## config.mk

```make
export PLATFORM = sky130hd
export DESIGN_NAME = psk_symbol_packer
export DESIGN_NICKNAME = d
export VERILOG_FILES = /design/src/rtl/psk_symbol_packer.sv
export SDC_FILE = /design/constraint.sdc
export NUM_CORES = 1
export LEC_CHECK = 0
export CORE_UTILIZATION = 35
export DETAILED_ROUTE_END_ITERATION = 7
export PLACE_DENSITY = 0.53
export SLEW_MARGIN = 20
export SYNTH_ARGS = -nofsm -noshare
export SYNTH_HDL_FRONTEND = slang
export SYNTH_SLANG_ARGS = --single-unit
```

## constraint.sdc

```tcl
create_clock -name clk -period 3.1 [get_ports clk]
set_clock_uncertainty 0.05 [all_clocks]
set_input_delay 0.775 -clock clk [delete_from_list [all_inputs] [get_ports clk]]
set_output_delay 0.775 -clock clk [all_outputs]
set_load 0.02 [all_outputs]
```

## src/rtl/psk_symbol_packer.sv

```systemverilog
// psk_symbol_packer: byte AXI-Stream to PSK symbol serializer (QPSK 2 bits, BPSK 1 bit duplicated),
// with one-byte prefetch. Define PSK_SCRAMBLER_EN to add the x^7+x^4+1 additive scrambler.
module psk_symbol_packer #(
   parameter int         BYTES    = 1,
   parameter logic [6:0] SCR_SEED = 7'h7F
) (
   input  logic               clk,
   input  logic               rst_n,
   input  logic               clk_enable,
   input  logic [7:0]         s_tdata,
   input  logic               s_tvalid,
   output logic               s_tready,
   input  logic               s_tlast,
   input  logic               s_tuser,
   output logic [8*BYTES-1:0] m_tdata,
   output logic               m_tvalid,
   input  logic               m_tready,
   output logic               m_tlast,
   output logic               m_tuser,
   output logic               underrun
);
   typedef enum logic {IDLE = 1'b0, ACTIVE = 1'b1} state_t;
   state_t state, state_n;

   logic [7:0] sr, sr_n, pb, pb_n;
   logic       sr_mode, sr_mode_n, sr_last, sr_last_n;
   logic       pb_full, pb_full_n, pb_mode, pb_mode_n, pb_last, pb_last_n, pb_first, pb_first_n;
   logic [2:0] sym_cnt, sym_cnt_n;
   logic       mode, mode_n, in_frame, in_frame_n;
   logic [1:0] sym, sym_n, ks;
   logic       m_tvalid_n, m_tlast_n, m_tuser_n, s_tready_n, underrun_n;
   logic       in_fire, out_fire, last_sym, byte_mode, byte_first, load_sr_in, load_sr_pb;

   function automatic logic [2:0] max_cnt(input logic bpsk);
      return bpsk ? 3'd7 : 3'd3;
   endfunction

   function automatic logic [1:0] sym_bits(input logic [7:0] b, input logic [2:0] k,
                                           input logic bpsk);
      logic [7:0] sh;
      if (bpsk) begin
         sh = b << k;
         return {sh[7], sh[7]};
      end else begin
         sh = b << {k[1:0], 1'b0};
         return sh[7:6];
      end
   endfunction

   assign m_tdata = {{(8*BYTES-2){1'b0}}, sym};

   // FSM state register
   always_ff @(posedge clk or negedge rst_n) begin
      if (!rst_n) state <= IDLE;
      else if (clk_enable) state <= state_n;
   end

   // next state plus SR load decode; PB moves into SR on the cycle SR's last symbol is taken
   always_comb begin
      in_fire    = clk_enable & s_tvalid & s_tready;
      out_fire   = clk_enable & m_tvalid & m_tready;
      last_sym   = (sym_cnt == max_cnt(sr_mode));
      byte_mode  = in_frame ? mode : s_tuser;
      byte_first = ~in_frame;
      load_sr_in = 1'b0;
      load_sr_pb = 1'b0;
      state_n    = state;
      case (state)
         IDLE: begin
            if (in_fire) begin
               load_sr_in = 1'b1;
               state_n    = ACTIVE;
            end else begin
               state_n = IDLE;
            end
         end
         ACTIVE: begin
            if (out_fire && last_sym) begin
               if (pb_full) load_sr_pb = 1'b1;
               else if (in_fire) load_sr_in = 1'b1;
               else state_n = IDLE;
            end else begin
               state_n = ACTIVE;
            end
         end
         default: state_n = IDLE;
      endcase
   end

   // datapath next values: SR, prefetch buffer, symbol counter, frame/mode latch
   always_comb begin
      sr_n = sr;  sr_mode_n = sr_mode;  sr_last_n = sr_last;  sym_cnt_n = sym_cnt;
      pb_n = pb;  pb_mode_n = pb_mode;  pb_last_n = pb_last;  pb_first_n = pb_first;
      pb_full_n = pb_full;  mode_n = mode;  in_frame_n = in_frame;
      if (load_sr_pb) begin
         sr_n = pb;  sr_mode_n = pb_mode;  sr_last_n = pb_last;  sym_cnt_n = 3'd0;
         pb_full_n = 1'b0;
      end else if (load_sr_in) begin
         sr_n = s_tdata;  sr_mode_n = byte_mode;  sr_last_n = s_tlast;  sym_cnt_n = 3'd0;
      end else if (out_fire) begin
         sym_cnt_n = last_sym ? 3'd0 : sym_cnt + 3'd1;
      end else begin
         sym_cnt_n = sym_cnt;
      end
      if (in_fire && !load_sr_in) begin
         pb_n = s_tdata;  pb_mode_n = byte_mode;  pb_last_n = s_tlast;  pb_first_n = byte_first;
         pb_full_n = 1'b1;
      end else begin
         pb_full_n = pb_full_n;
      end
      if (in_fire) begin
         mode_n     = in_frame ? mode : s_tuser;
         in_frame_n = ~s_tlast;
      end else begin
         in_frame_n = in_frame;
      end
   end

`ifdef PSK_SCRAMBLER_EN
   logic [6:0] scr, scr_n;

   function automatic logic [6:0] scr_step(input logic [6:0] s);
      return {s[5:0], s[6] ^ s[3]};
   endfunction

   function automatic logic scr_fb(input logic [6:0] s);
      return s[6] ^ s[3];
   endfunction

   // scrambler state is aligned to the first bit of the presented symbol; reseeded per frame
   always_comb begin
      if ((load_sr_in && byte_first) || (load_sr_pb && pb_first)) scr_n = SCR_SEED;
      else if (out_fire) scr_n = sr_mode ? scr_step(scr) : scr_step(scr_step(scr));
      else scr_n = scr;
      ks = sr_mode_n ? {2{scr_fb(scr_n)}} : {scr_fb(scr_n), scr_fb(scr_step(scr_n))};
   end

   // scrambler register
   always_ff @(posedge clk or negedge rst_n) begin
      if (!rst_n) scr <= SCR_SEED;
      else if (clk_enable) scr <= scr_n;
   end
`else
   // no keystream
   always_comb ks = 2'b00;
`endif

   // output next values derived from next state, so outputs stay registered with no extra latency
   always_comb begin
      m_tvalid_n = (state_n == ACTIVE);
      sym_n      = m_tvalid_n ? (sym_bits(sr_n, sym_cnt_n, sr_mode_n) ^ ks) : 2'b00;
      m_tlast_n  = m_tvalid_n & sr_last_n & (sym_cnt_n == max_cnt(sr_mode_n));
      m_tuser_n  = m_tvalid_n & sr_mode_n;
      s_tready_n = ~pb_full_n;
      underrun_n = underrun | (clk_enable & m_tready & ~m_tvalid & in_frame);
   end

   // datapath and output registers
   always_ff @(posedge clk or negedge rst_n) begin
      if (!rst_n) begin
         sr <= 8'h00;  sr_mode <= 1'b0;  sr_last <= 1'b0;  sym_cnt <= 3'd0;
         pb <= 8'h00;  pb_mode <= 1'b0;  pb_last <= 1'b0;  pb_first <= 1'b0;  pb_full <= 1'b0;
         mode <= 1'b0;  in_frame <= 1'b0;
         sym <= 2'b00;  m_tvalid <= 1'b0;  m_tlast <= 1'b0;  m_tuser <= 1'b0;
         s_tready <= 1'b0;  underrun <= 1'b0;
      end else if (clk_enable) begin
         sr <= sr_n;  sr_mode <= sr_mode_n;  sr_last <= sr_last_n;  sym_cnt <= sym_cnt_n;
         pb <= pb_n;  pb_mode <= pb_mode_n;  pb_last <= pb_last_n;  pb_first <= pb_first_n;
         pb_full <= pb_full_n;  mode <= mode_n;  in_frame <= in_frame_n;
         sym <= sym_n;  m_tvalid <= m_tvalid_n;  m_tlast <= m_tlast_n;  m_tuser <= m_tuser_n;
         s_tready <= s_tready_n;  underrun <= underrun_n;
      end
   end
endmodule

```

==> reports/results.tsv, run 1 <==
stage	metric	value	unit
status	status	complete, no violations	
placed_design	io_buffer_count	21	
placed_design	post-place-cells	303	
timing	max_clock_freq	343.1	MHz
synth	synth_cell_type_count	54	
routing	wirelength	5.082	mm
synth	synth_top_area_frac	0.4185	
synth	gate_count_of_the_mapped_netlist	200	
routing	antenna_left	0	
die	std_cell_rows	26	
clock_network	cts_resized	0	
pwr	power.density	830.5	mW/mm^2
clock_network	tritoncts_num_sinks	33	
critical_path	crit_path_cell_trace	clkdlybuf4s50_1 -> buf_4 -> and3_1 -> nand2_2 -> a31oi_4 -> inv_4 -> and3_1 -> a21o_1 -> a2111oi_0 -> o22ai_1	
critical_path	crit_arrival	3.01	ns
timing	timing_hold_violations_final	0	
clock_network	cts_setup_buffers	0	
critical_path	crit_path_frequent_cell	sky130_fd_sc_hd__and3_1	
synth	netlist.top_cell.by_area	sky130_fd_sc_hd__dfrtp_1	
grt	grt_overflow	0	
routing	number_of_detailed_route_iterations_in_the_first_pass	4	
clock_network	ctsRootBufferMaster	sky130_fd_sc_hd__clkbuf_8	
placed_design	place.gp.congestion	0.9167	
synth	synth.yosys.seq_area_share	0.4185	
grt	first_pass_grt_wire_length	8.493	mm
placed_design	post-dp-hpwl	3.784	mm
clock_network	numCtsBuffers	5	
critical_path	path_max_fanout	13	
timing	setup_tns	0	ns
critical_path	worst_ep_required_time	3.19	ns
layout	diodes	0	
die	design.core.area	0.005270	mm^2
run	max_cap_viol_count	0	
hold_path	hold_path_class	flip-flop to flip-flop	
clock_network	tritoncts	built	
grt	grt_max_degree	34	
grt	grt_antenna_before_repair	0	
synth	synth-seq-cells	33	
layout	area.growth.synth_to_final	24.92	%
die	die-area	0.005942	mm^2
critical_path	critical-path-slowest-cell	sky130_fd_sc_hd__clkdlybuf4s50_1	
critical_path	critical_path.n_buffers_inverters	3	
grt	number_of_global_route_vias_before_repair	1666	
layout	layout_cells_sized_above_1	0.2083	
synth	number_of_synthesized_flops_with_an_enable_pin	0	
critical_path	crit_type	input port to flip-flop	
clock_network	clk-insertion-delay-late	0.29	ns
synth	yosys_warnings	0	
routing	vias_per_cell	5.413	
die	design.portCount	28	
critical_path	critical_path.max_stage_delay	0.45	ns
grt	gr-usage-all-layers	0.1831	
clock_network	maximum_clock_path_buffer_count	2	
critical_path	timing.critical_path.to_type	flip-flop	
pwr	max-vdd-ir-drop	0.0003633	V
critical_path	worst_setup_path_start_kind	input port	
die	floorplan.die.height	77.09	um
clock_network	clkTransAtPathRegs	0.06	ns
critical_path	cpLargestDelayFamily	compound AO/OA/AOI/OAI gates	
layout	final_cells	310	
timing	min_period_over_period	0.9401	
die	start_util	0.3744	
timing	report.final.slew_viol_count	0	
routing	dr.first_iter.drc_count	127	
layout	final_core_utilization	0.4677	
timing	finalCriticalPeriod	2.914	ns
clock_network	htreeDepth	2	
synth	syn_area	0.001973	mm^2
synth	synth_area_per_cell	9.866	um^2
routing	detail_route.wl_per_cell	16.39	um
die	die_width	77.09	um
clock_network	cts_hold_repair.buffers	0	
synth	synthArstFlopShare	1.000	
routing	detail_route.drc_violations	0	
routing	route.vias.total	1678	
layout	finalNetCount	256	
pwr	power.static_leakage	0.001102	uW
timing	grt_setup_unrepaired	false	
synth	netlist_top_cells_area	sky130_fd_sc_hd__dfrtp_1, sky130_fd_sc_hd__mux2_2, sky130_fd_sc_hd__nand2_1	
timing	final-setup-viol-count	0	
synth	synthFlopType	sky130_fd_sc_hd__dfrtp_1	
==> routing by layer <==
metal  part of all wire  vias up  GRT usage
met1               0.47      814     0.2513
met3              0.058        8    0.03690
li1                   -      804          -
met4              0.013        0    0.05660
met2               0.46       52     0.2884
met5                  0        -          0
==> worst min-delay path, cell delays in order (launching register included) <==
cell and delay (ns):
sky130_fd_sc_hd__dfrtp_1 0.34, sky130_fd_sc_hd__nand2_1 0.05, sky130_fd_sc_hd__nand2_1 0.05
==> synthesized netlist by cell type (4+ instances only) <==
cell	count
sky130_fd_sc_hd__buf_4	7
sky130_fd_sc_hd__mux2i_1	9
sky130_fd_sc_hd__dfrtp_1	33
sky130_fd_sc_hd__nor2_1	8
sky130_fd_sc_hd__a41o_1	4
sky130_fd_sc_hd__o22ai_1	8
sky130_fd_sc_hd__nand2_1	25
sky130_fd_sc_hd__a21oi_1	9
sky130_fd_sc_hd__o21ai_0	7
sky130_fd_sc_hd__and3_1	5
sky130_fd_sc_hd__mux2_2	9
sky130_fd_sc_hd__inv_1	10
sky130_fd_sc_hd__clkbuf_1	5
==> area by class of cell <==
cell class | count | area (um^2)
inverter | 11 | 43.79
multi-input combinational | 144 | 1013
fill | 532 | 2805
clock inverter | 2 | 35.03
clock buffer | 5 | 68.82
timing repair buffer | 45 | 390.4
tap | 70 | 87.58
sequential | 33 | 825.8
==> worst paths after layout <==
check,start,to,slack (ns),cells past startpoint
max,clk_enable,sym[0],0.19,10
min,pb[0],sr[0],0.43,2
max reg2reg,sr_mode,sym[0],0.62,8
min reg2reg,pb[0],sr[0],0.43,2
max in group asynchronous,rst_n,sym[0],1.85,2
min in group asynchronous,rst_n,pb[3],0.84,2
==> per-stage QoR <==
stage                     hold WS [ns]  setup WS [ns]  instance area [um^2]  power [uW]
after global placement          0.4035       -0.03726                  2361        1640
final                           0.4278         0.1856                  2465        2047
after CTS                       0.4313         0.2136                  2465        2061
after detailed placement        0.4151       -0.08223                  2361        1657
after floorplan                 0.3904         0.5359                  1992        1311
after global routing            0.4697        0.09583                  2465        2186
==> cells by family after synthesis <==
family	count (synthesis)	share of synthesized area
AO/OA/AOI/OAI	59	0.2321
XOR/XNOR	4	0.02156
adder cells (fa/ha/maj)	1	0.006340
buffers and inverters	28	0.07736
flip-flops	33	0.4185
multiplexers	18	0.09702
other	1	0.001901
AND/OR/NAND/NOR	56	0.1452
==> registers in the layout (all words and copies together), names as in the netlist <==
signal,count
m_tlast,1
mode,1
pb_mode,1
underrun,1
s_tready,1
sr_last,1
sym_cnt,3
sr_mode,1
pb_full,1
in_frame,1
m_tuser,1
pb,8
pb_last,1
m_tvalid,1
sym,2
sr,8
==> cells in the final DEF (no fill, tap or decap), types with 2 or more instances in the layout <==
| cell | instances |
|---|---|
| sky130_fd_sc_hd__conb_1 | 6 |
| sky130_fd_sc_hd__nand2_1 | 25 |
| sky130_fd_sc_hd__o22ai_1 | 8 |
| sky130_fd_sc_hd__nand3_1 | 3 |
| sky130_fd_sc_hd__a31oi_1 | 3 |
| sky130_fd_sc_hd__o2111ai_1 | 3 |
| sky130_fd_sc_hd__a21o_1 | 2 |
| sky130_fd_sc_hd__a21oi_1 | 9 |
| sky130_fd_sc_hd__nor3_1 | 2 |
| sky130_fd_sc_hd__o31ai_4 | 2 |
| sky130_fd_sc_hd__a22oi_1 | 2 |
| sky130_fd_sc_hd__xnor2_1 | 3 |
| sky130_fd_sc_hd__o21ai_0 | 7 |
| sky130_fd_sc_hd__mux2_2 | 9 |
| sky130_fd_sc_hd__nor2b_1 | 3 |
| sky130_fd_sc_hd__inv_1 | 10 |
| sky130_fd_sc_hd__mux2i_1 | 9 |
| sky130_fd_sc_hd__dfrtp_1 | 33 |
| sky130_fd_sc_hd__a211oi_1 | 3 |
| sky130_fd_sc_hd__clkdlybuf4s50_1 | 21 |
| sky130_fd_sc_hd__a311oi_1 | 2 |
| sky130_fd_sc_hd__nor2_1 | 8 |
| sky130_fd_sc_hd__buf_4 | 24 |
| sky130_fd_sc_hd__clkbuf_8 | 5 |
| sky130_fd_sc_hd__and3_1 | 5 |
| sky130_fd_sc_hd__a41o_1 | 4 |
==> report_power, final <==
group          switching (uW)  total [uW]  internal [uW]
combinational             490         920            430
clock                     156         390            234
sequential                136         737            601
total                     783        2050           1260
Note: power is estimated with default switching activity, not from simulation.
==> run 2: changes to the inputs <==
--- a/config.mk
+++ b/config.mk
@@ -5,9 +5,11 @@
 export SDC_FILE = /design/constraint.sdc
 export NUM_CORES = 1
 export LEC_CHECK = 0
+export CELL_PAD_IN_SITES_DETAIL_PLACEMENT = 0
+export CELL_PAD_IN_SITES_GLOBAL_PLACEMENT = 1
 export CORE_UTILIZATION = 35
 export DETAILED_ROUTE_END_ITERATION = 7
-export PLACE_DENSITY = 0.53
+export PLACE_DENSITY = 0.66
 export SLEW_MARGIN = 20
 export SYNTH_ARGS = -nofsm -noshare
 export SYNTH_HDL_FRONTEND = slang
==> run 2 against run 1 <==
Net effect: via count rose by 2.9%; clock power rose by 25%; sequential share of layout area fell by 1.2 points; first-iteration DRC count rose by 25%; final area rose by 3.8%; die area did not move; sequential power fell by 0.5%; utilization rose by 1.8 points.
==> reports/results.tsv, run 2 (synthesis results as in run 1) <==
stage	metric	value	unit	change
clock_network	cts_hold_repair.buffers	0		unchanged
layout	finalNetCount	264		+3.1%
pwr	post_layout_power	2178	uW	+6.4%
timing	final-setup-viol-count	0		unchanged
timing	timing_hold_violations_final	0		unchanged
pwr	cell_internal_pwr	1376	uW	+8.8%
status	status	complete, no violations		
die	start_util	0.3744		unchanged
critical_path	r2r_setup_slack	0.61	ns	about the same
critical_path	rr_endpoint	sym[0]		
grt	first_pass_grt_wire_length	8.811	mm	+3.7%
routing	wirelength	5.190	mm	+2.1%
layout	leading_registers_by_flop_count	pb: 8 flops, sr: 8 flops, sym_cnt: 3 flops		
timing	finalWorstSetupSlack	0.2252	ns	+0.03965 ns
clock_network	numCtsBuffers	5		unchanged
placed_design	place.gp.congestion	0.8834		-3.6%
pwr	net-switching-power	802.3	uW	+2.5%
routing	route.vias.total	1727		+2.9%
critical_path	regToRegStartpoint	sym_cnt[2]		
critical_path	worst_ep_required_time	3.21	ns	+0.02 ns
layout	fillers	509		-4.3%
pwr	logic_gate_share_of_total_power	0.439		-0.010
hold_path	whs_endpoint	underrun		
routing	detail_route.drc_violations	0		unchanged
clock_network	clkTransAtPathRegs	0.07	ns	about the same
placed_design	placedInstanceArea	0.002421	mm^2	+2.5%
grt	number_of_global_route_vias_before_repair	1751		+5.1%
routing	dr.first_iter.drc_count	159		+25%
grt	gr-usage-all-layers	0.1900		+0.006873
routing	vias_per_cell	5.414		about the same
hold_path	worst_hold_path.num_cells	1		-1
timing	grt_setup_unrepaired	false		
grt	grt_max_degree	34		unchanged
clock_network	tritoncts	built		
clock_network	clk-insertion-delay-late	0.29	ns	about the same
timing	min_period_over_period	0.9273		-0.01279
critical_path	path_max_fanout	7		-6
critical_path	crit_path_cell_trace	clkdlybuf4s50_1 -> nand3_2 -> buf_4 -> a211oi_1 -> a311oi_1 -> a32oi_1 -> o32ai_1 -> o311ai_1 -> o22ai_1		
layout	final_core_utilization	0.4855		+0.01781
pwr	share_clk_of_total_power	0.225		+0.035
critical_path	critical_path.max_stage_delay	0.62	ns	+0.17 ns
pwr	power.density	851.2	mW/mm^2	+2.5%
critical_path	critical-path-slowest-cell	sky130_fd_sc_hd__clkdlybuf4s50_1		
layout	area_of_all_sequential_standard_cells	825.8	um^2	unchanged
critical_path	crit_arrival	2.98	ns	-0.03 ns
die	design.portCount	28		unchanged
pwr	max-vdd-ir-drop	0.0003428	V	-5.6%
layout	multi_input_comb_area	0.001017	mm^2	+0.37%
timing	finalCriticalPeriod	2.875	ns	-0.03965 ns
grt	grt_antenna_before_repair	0		unchanged
die	die_width	77.09	um	unchanged
clock_network	htreeDepth	2		unchanged
placed_design	placement.setup.worst_slack	-0.09032	ns	-0.008096 ns
critical_path	timing.critical_path.to_type	flip-flop		
clock_network	cts_setup_buffers	0		unchanged
placed_design	io_buffer_count	21		unchanged
timing	report.final.slew_viol_count	0		unchanged
layout	diodes	0		unchanged
layout	layout_commonest_cell	sky130_fd_sc_hd__dfrtp_1		
critical_path	crit_type	input port to flip-flop		
pwr	power_switching_share	0.3684		-0.01405
layout	layout_cells_sized_above_1	0.2410		+0.03263
layout	final_area	0.002559	mm^2	+3.8%
layout	area.growth.synth_to_final	29.68	%	
clock_network	cts_resized	0		unchanged
timing	max_clock_freq	347.9	MHz	+1.4%
hold_path	min-delay-start	underrun		
die	floorplan.die.height	77.09	um	unchanged
routing	detail_route.wl_per_cell	16.27	um	-0.76%
timing	final.hold.worst_slack	0.4323	ns	+0.004535 ns
routing	number_of_detailed_route_iterations_in_the_first_pass	4		unchanged
grt	grt_overflow	0		unchanged
run	max_cap_viol_count	0		unchanged
die	std_cell_rows	26		unchanged
clock_network	tritoncts_num_sinks	33		unchanged
clock_network	maximum_clock_path_buffer_count	2		unchanged
layout	layout.cells.most_common_list	sky130_fd_sc_hd__dfrtp_1, sky130_fd_sc_hd__buf_4, sky130_fd_sc_hd__nand2_1		
die	die-area	0.005942	mm^2	unchanged
die	design.core.area	0.005270	mm^2	unchanged
placed_design	post-dp-hpwl	3.780	mm	about the same
pwr	share_seq_of_total_power	0.337		-0.023
routing	antenna_left	0		unchanged
clock_network	ctsRootBufferMaster	sky130_fd_sc_hd__clkbuf_8		
hold_path	hold_path_class	flip-flop to flip-flop		
critical_path	worstRegToRegCells	8		unchanged
critical_path	worst_setup_path_start_kind	input port		
pwr	power.static_leakage	0.001156	uW	+4.9%
## run 2: worst max-delay path: cells and delay by family
| family | cells | cell delay, ns |
|---|---|---|
| and+or+nand+nor | 1 | 0.18 |
| AOI/OAI and AO/OA | 6 | 1.19 |
| buffers and inverters | 2 | 0.83 |
## run 2: worst max-delay path by stage
stage | startpoint | endpoint | slack (ns) | cells after the start
3_5_place_dp | s_tvalid | sym[0] | -0.09 | 8
2_1_floorplan | clk_enable | sym[0] | 0.54 | 9
6_report | s_tvalid | sym[0] | 0.23 | 9
3_3_place_gp | s_tvalid | sym[0] | -0.07 | 8
5_1_grt | s_tvalid | sym[0] | 0.03 | 8
4_1_cts | s_tvalid | sym[0] | 0.21 | 8
## run 2: power groups by stage
stage / clock [uW] / sequential (uW) / combinational (uW)
final: 489 / 733 / 955
after global routing: 522 / 752 / 1050
after CTS: 500 / 730 / 953
after detailed placement: 0 / 736 / 945
after global placement: 0 / 732 / 934
after floorplan: 0 / 728 / 583
## run 2: area by class of cell
class / instances / area share
multi-input combinational: 144 / 0.3976
sequential: 33 / 0.3227
timing repair buffer: 53 / 0.1760
tap: 70 / 0.03423
clock buffer: 5 / 0.02689
clock inverter: 3 / 0.02543
inverter: 11 / 0.01711
## run 2: layer usage
| metal | vias to the layer above | track usage | share of wire |
|---|---|---|---|
| li1 | 822 | - | - |
| met1 | 850 | 0.2606 | 0.47 |
| met2 | 49 | 0.2920 | 0.46 |
| met3 | 6 | 0.04762 | 0.061 |
| met4 | 0 | 0.06038 | 0.012 |
| met5 | - | 0 | 0 |
## run 2: per-stage QoR
step | TNS, ns | instances
after CTS | 0 | 319
after floorplan | 0 | 205
after global placement | -0.1146 | 311
after detailed placement | -0.1331 | 311
after global routing | 0 | 319
final | 0 | 319
==> run 3: changes to the inputs <==
--- a/config.mk
+++ b/config.mk
@@ -10,7 +10,7 @@
 export CORE_UTILIZATION = 35
 export DETAILED_ROUTE_END_ITERATION = 7
 export PLACE_DENSITY = 0.66
-export SLEW_MARGIN = 20
+export SLEW_MARGIN = 30
 export SYNTH_ARGS = -nofsm -noshare
 export SYNTH_HDL_FRONTEND = slang
 export SYNTH_SLANG_ARGS = --single-unit
==> results of run 3 <==
The final DEF is identical to that of run 2; final timing and power are the same.
